$ cat config.mk
export PLATFORM = sky130hd
export DESIGN_NAME = serial_subtractor_flat
export DESIGN_NICKNAME = d
export VERILOG_FILES = /design/src/rtl/serial_subtractor_if.sv /design/src/rtl/serial_subtractor.sv /design/src/flat_wrapper.sv
export SDC_FILE = /design/constraint.sdc
export NUM_CORES = 1
export LEC_CHECK = 0
export BUFFER_PORTS_ARGS = -buffer_cell sky130_fd_sc_hd__buf_2
export CAP_MARGIN = 10
export CORE_MARGIN = 2
export CORE_UTILIZATION = 56
export CTS_CLUSTER_SIZE = 14
export DETAILED_ROUTE_END_ITERATION = 7
export PLACE_DENSITY = 0.9
export SLEW_MARGIN = 25
export SYNTH_ARGS = -nofsm -noshare
export SYNTH_HDL_FRONTEND = slang
export SYNTH_SLANG_ARGS = --single-unit
export TNS_END_PERCENT = 100
$ cat constraint.sdc
create_clock -name clk -period 2.3 [get_ports clk]
set_input_delay 0.46 -clock clk [delete_from_list [all_inputs] [get_ports clk]]
set_output_delay 0.46 -clock clk [all_outputs]
set_load 0.05 [all_outputs]
$ cat src/rtl/serial_subtractor_if.sv
// Purpose: operand/result bundle between a requester and serial_subtractor.
// Latency: none; wires only.
// Backpressure: requester may raise start only while ready is high. Optional ovf exists only under SERIAL_SUB_OVF_EN.
interface serial_subtractor_if #(
   parameter int W = 4
);
   logic         start;
   logic [W-1:0] x;
   logic [W-1:0] y;
   logic         bin;
   logic         ready;
   logic         busy;
   logic         done;
   logic [W-1:0] d;
   logic         bout;
`ifdef SERIAL_SUB_OVF_EN
   logic         ovf;

   modport master (output start, x, y, bin, input ready, busy, done, d, bout, ovf);
   modport slave  (input start, x, y, bin, output ready, busy, done, d, bout, ovf);
`else
   modport master (output start, x, y, bin, input ready, busy, done, d, bout);
   modport slave  (input start, x, y, bin, output ready, busy, done, d, bout);
`endif
endinterface

$ cat src/rtl/serial_subtractor.sv
// Purpose: bit-serial x - y - bin (mod 2^W), LSB first, one bit per cycle; SERIAL_SUB_OVF_EN adds signed-overflow flag ovf.
// Latency: start accepted at edge T -> done pulse in cycle T+W+1, ready again from T+W+2.
// Backpressure: start is sampled only in IDLE (ready=1); start during SHIFT/DONE is ignored.
module serial_subtractor #(
   parameter int W = 4
) (
   input  logic                 clk,
   input  logic                 reset_n,
   serial_subtractor_if.slave   bus
);
   // W >= 2, so the counter is at least one bit and spans 0..W-1
   localparam int CW = $clog2(W);

   typedef enum logic [1:0] {
      IDLE  = 2'd0,
      SHIFT = 2'd1,
      DONE  = 2'd2
   } state_t;

   state_t        state;
   state_t        state_nxt;

   logic [W-1:0]  sx;       // minuend, shifted right each SHIFT cycle
   logic [W-1:0]  sy;       // subtrahend, shifted right each SHIFT cycle
   logic          b;        // running borrow
   logic [W-1:0]  sd;       // partial difference, filled from the MSB end
   logic [CW-1:0] cnt;      // bit index being processed
   logic [W-1:0]  d_q;
   logic          bout_q;

   logic          dbit;
   logic          bnxt;
   logic          last;
   logic [W-1:0]  d_nxt;

`ifdef SERIAL_SUB_OVF_EN
   logic          x_msb;    // original operand sign bits, lost once shifting starts
   logic          y_msb;
   logic          ovf_q;
`endif

   // one full-subtractor cell on the current LSBs
   always_comb begin
      dbit  = sx[0] ^ sy[0] ^ b;
      bnxt  = (~sx[0] & sy[0]) | (~(sx[0] ^ sy[0]) & b);
      d_nxt = {dbit, sd[W-1:1]};
      last  = (cnt == CW'(W - 1));
   end

   // state register
   always_ff @(posedge clk or negedge reset_n) begin
      if (!reset_n) begin
         state <= IDLE;
      end else begin
         state <= state_nxt;
      end
   end

   // next-state and status outputs
   always_comb begin
      state_nxt = state;
      bus.ready = 1'b0;
      bus.busy  = 1'b0;
      bus.done  = 1'b0;
      case (state)
         IDLE: begin
            bus.ready = 1'b1;
            if (bus.start) state_nxt = SHIFT;
         end
         SHIFT: begin
            bus.busy = 1'b1;
            if (last) state_nxt = DONE;
         end
         DONE: begin
            bus.done  = 1'b1;
            state_nxt = IDLE;
         end
         default: state_nxt = IDLE;
      endcase
   end

   // operand capture, serial datapath, and result registers (result only moves on the final bit)
   always_ff @(posedge clk or negedge reset_n) begin
      if (!reset_n) begin
         sx     <= '0;
         sy     <= '0;
         b      <= 1'b0;
         sd     <= '0;
         cnt    <= '0;
         d_q    <= '0;
         bout_q <= 1'b0;
`ifdef SERIAL_SUB_OVF_EN
         x_msb  <= 1'b0;
         y_msb  <= 1'b0;
         ovf_q  <= 1'b0;
`endif
      end else begin
         case (state)
            IDLE: begin
               if (bus.start) begin
                  sx    <= bus.x;
                  sy    <= bus.y;
                  b     <= bus.bin;
                  sd    <= '0;
                  cnt   <= '0;
`ifdef SERIAL_SUB_OVF_EN
                  x_msb <= bus.x[W-1];
                  y_msb <= bus.y[W-1];
`endif
               end
            end
            SHIFT: begin
               sx  <= sx >> 1;
               sy  <= sy >> 1;
               b   <= bnxt;
               sd  <= d_nxt;
               cnt <= cnt + 1'b1;
               if (last) begin
                  d_q    <= d_nxt;
                  bout_q <= bnxt;
`ifdef SERIAL_SUB_OVF_EN
                  ovf_q  <= (x_msb != y_msb) & (d_nxt[W-1] != x_msb);
`endif
               end
            end
            default: ;
         endcase
      end
   end

   assign bus.d    = d_q;
   assign bus.bout = bout_q;
`ifdef SERIAL_SUB_OVF_EN
   assign bus.ovf  = ovf_q;
`endif

endmodule

$ cat src/flat_wrapper.sv
// flat-port wrapper written by rule: the top's interface ports become plain ports
module serial_subtractor_flat 
#(
   parameter int W = 4
)
  (clk, reset_n, bus_start, bus_x, bus_y, bus_bin, bus_ready, bus_busy, bus_done, bus_d, bus_bout);
  serial_subtractor_if #(.W(W)) bus_i ();
  input  logic clk;
  input  logic reset_n;
  input wire logic [$bits(bus_i.start)-1:0] bus_start;
  input wire logic [$bits(bus_i.x)-1:0] bus_x;
  input wire logic [$bits(bus_i.y)-1:0] bus_y;
  input wire logic [$bits(bus_i.bin)-1:0] bus_bin;
  output wire logic [$bits(bus_i.ready)-1:0] bus_ready;
  output wire logic [$bits(bus_i.busy)-1:0] bus_busy;
  output wire logic [$bits(bus_i.done)-1:0] bus_done;
  output wire logic [$bits(bus_i.d)-1:0] bus_d;
  output wire logic [$bits(bus_i.bout)-1:0] bus_bout;
  assign bus_i.start = bus_start;
  assign bus_i.x = bus_x;
  assign bus_i.y = bus_y;
  assign bus_i.bin = bus_bin;
  assign bus_ready = bus_i.ready;
  assign bus_busy = bus_i.busy;
  assign bus_done = bus_i.done;
  assign bus_d = bus_i.d;
  assign bus_bout = bus_i.bout;
  serial_subtractor #(.W(W)) u_core (.clk(clk), .reset_n(reset_n), .bus(bus_i));
endmodule
==> flow_metrics.env <==
export IMPL_critical_path_class="flop to primary output"
export IMPL_clock_root_buffer="clkbuf_4"
export IMPL_dr_first_iter_drc_count=12
export IMPL_syn_area_um2=991
export IMPL_cts_tree="yes"
export IMPL_clkLatencyLatePin_ns=0.30
export IMPL_synth_most_common_cell="dfrtp_1"
export IMPL_drv_slew=0
export IMPL_clk_pin_slew_ns=0.12
export IMPL_port_buffers=19
export IMPL_yosys_top_cells_count="21 x dfrtp_1, 10 x o22ai_1, 6 x a21oi_1, 6 x inv_1, 5 x nor2_1"
export IMPL_drc=0
export IMPL_ys_warnings_count=0
export IMPL_tns_ns=0
export IMPL_met3_usage_pct=3.53
export IMPL_slowest_stage="dfrtp_1"
export IMPL_via_count=698
export IMPL_regArea_um2=527
export IMPL_fin_skew_ns=0.00592
export IMPL_firstDrtPassIters=4
export IMPL_cts_buffer_depth=2
export IMPL_ctsHoldBuffers=0
export IMPL_yosys_top_cells_area="dfrtp_1 53%, o22ai_1 6.3%, mux2_4 6.1%"
export IMPL_power_density_nw_per_um2=1540
export IMPL_synth_flop_cell="dfrtp_1"
export IMPL_synth_seq_area_share_pct=53.0
export IMPL_pin_count=20
export IMPL_initial_core_util_pct=58.7
export IMPL_gp_congestion=0.777
export IMPL_grt_most_used_layer="met2"
export IMPL_r2r_slack_ns=0.87
export IMPL_nNetsFinal=117
export IMPL_rr_endpoint="u_core.sd[2]"
export IMPL_cts_max_level=1
export IMPL_status="complete, no violations"
export IMPL_multi_input_area_um2=405
export IMPL_synth_top_area_share_pct=53.0
export IMPL_path_delay_family="buffers and inverters"
export IMPL_slowest_delay_ns=0.51
export IMPL_rsz0062_at_grt="false"
export IMPL_grt_usage_pct=21.7
export IMPL_worstSetupEndpointType="primary output"
export IMPL_area_growth_pct=10.9
export IMPL_arrival_ns=1.69
export IMPL_grt_overflow_total=0
export IMPL_cp_max_fo=12
export IMPL_met2_usage_pct=36.9
export IMPL_hpwl_um=1430
export IMPL_yosys_area_top_type="dfrtp_1"
export IMPL_rr_startpoint="u_core.state[1]"
export IMPL_cts_buffers=3
export IMPL_viasPerCell=5.87
export IMPL_reg2reg_depth=3
export IMPL_path_buf_inv=2
export IMPL_n_fill_cell=136
export IMPL_post_synth_num_cell_types=25
export IMPL_setup_viol=0
export IMPL_min_path_type="primary input to asynchronous set/reset pin"
export IMPL_setup_worst_path_start_class="flop"
export IMPL_rows=15
export IMPL_timing_hold_ws_ns=0.0865
export IMPL_postPlaceCellArea_um2=1070
export IMPL_wirelength_um=1890
export IMPL_die_h_um=46.1
export IMPL_synth_nets=97
export IMPL_wl_per_cell_um=15.9
export IMPL_ys_ff_latch=21
export IMPL_relSlewSlack_pct=69.9
export IMPL_gr_usage_met1_pct=28.1
export IMPL_drv_cap=0
export IMPL_period_needed_ns=2.15
export IMPL_antenna_cells=0
export IMPL_grt_pass1_wl_um=3270
export IMPL_ir_worst_vdd_v=0.000987
export IMPL_fp_coreArea_um2=1690
export IMPL_dieArea_um2=2120
export IMPL_drtAntennaViolNets=0
export IMPL_avgSynthCellArea_um2=11.9
export IMPL_drive_above_1_share_pct=34.3
export IMPL_dieWidth_um=46.1
export IMPL_worst_slew_pin_slew_ns=0.451
export IMPL_antenna_found_initial=0
export IMPL_synthCells=83
export IMPL_grt_max_degree=22
export IMPL_leakagePower_nw=0.558
export IMPL_final_hold_violation_count=0
export IMPL_async_reset_ff_share_pct=100
export IMPL_cts_sinks=21
export IMPL_critPathRequiredTime_ns=1.84
export IMPL_synth_edf_count=0
export IMPL_final_cell_area_um2=1100
export IMPL_fmax_ghz=0.466
export IMPL_finalCritPeriodShare_pct=93.3
export IMPL_crit_chain="nand2b_1 > inv_1 > buf_2"
export IMPL_grt_pass1_vias=735
flip-flops by register name, indices dropped and copies added, names as in the netlist:
name	count
u_core.bus.bout	1
u_core.sy	4
u_core.state	2
u_core.bus.d	4
u_core.cnt	2
u_core.sd	3
u_core.sx	4
u_core.b	1
worst reg2reg max path, stage by stage, from the launching register on:
cell and delay (ns):
dfrtp_1 0.56, nand2b_1 0.32, inv_1 0.20, a22o_1 0.27
cells by family (layout without fill, tap and decap cells):
kind of cell               after synthesis  after routing  share of synthesized area, %
AOI/OAI and AO/OA                       30             30                          21.3
muxes                                    4              4                          6.06
adders and majority gates                2              2                          3.28
and+or+nand+nor                         16             16                          10.2
DFF                                     21             21                          53.0
buffers and inverters                   10             29                          6.06
per-layer routing:
layer  share of wire [%]  routed length, um
met1                  45                846
met5                   0                  0
met2                  51                966
met3                 4.3                 81
met4                   0                  0
power breakdown:
part,internal (mW),switching [mW],total (mW)
Sequential,0.537,0.159,0.696
Clock,0.0648,0.109,0.174
Combinational,0.321,0.501,0.821
Total,0.923,0.769,1.69
through the flow:
step           util, %  power, mW  cells  setup WS, ns
2_1_floorplan        -       1.36     83         0.621
3_3_place_gp      63.3       1.48    115         0.503
3_5_place_dp      63.3       1.52    115         0.461
4_1_cts           65.0       1.70    119         0.102
5_1_grt           65.0       1.81    119        0.0711
6_report          65.0       1.69    119         0.155
timing repair:
item                                    CTS  global route
endpoints found under the setup margin    0             1
setup buffers                             0             0
gates resized for setup                   0             1
worst max path at each step:
stage	start	endpoint	slack (ns)	cells after the start
after floorplan	u_core.state[1]	bus_done	0.62	3
after global placement	u_core.state[0]	bus_busy	0.50	3
after detailed placement	u_core.state[0]	bus_busy	0.46	3
after CTS	u_core.state[0]	bus_busy	0.10	3
after global routing	u_core.state[1]	bus_busy	0.07	3
final	u_core.state[1]	bus_busy	0.15	3
cell type report:
cell class | instances | share of cell area (%)
Sequential cell | 21 | 48.0
Multi-Input combinational cell | 52 | 36.9
Timing Repair Buffer | 19 | 8.66
Clock buffer | 3 | 2.05
Inverter | 6 | 2.05
Tap cell | 17 | 1.94
Clock inverter | 1 | 0.456
cells in the final DEF, fill, tap and decap left out, types with 3 or more instances in the layout:
master / synthesis / routed
mux2_4: 4 / 4
o22ai_1: 10 / 10
buf_2: 0 / 19
nor2_1: 5 / 5
a21oi_1: 6 / 6
a22o_1: 4 / 4
clkbuf_4: 0 / 3
dfrtp_1: 21 / 20
o21ai_0: 4 / 4
nand2_1: 4 / 4
inv_1: 6 / 6
No activity file was read; power rests on OpenSTA's default activity.
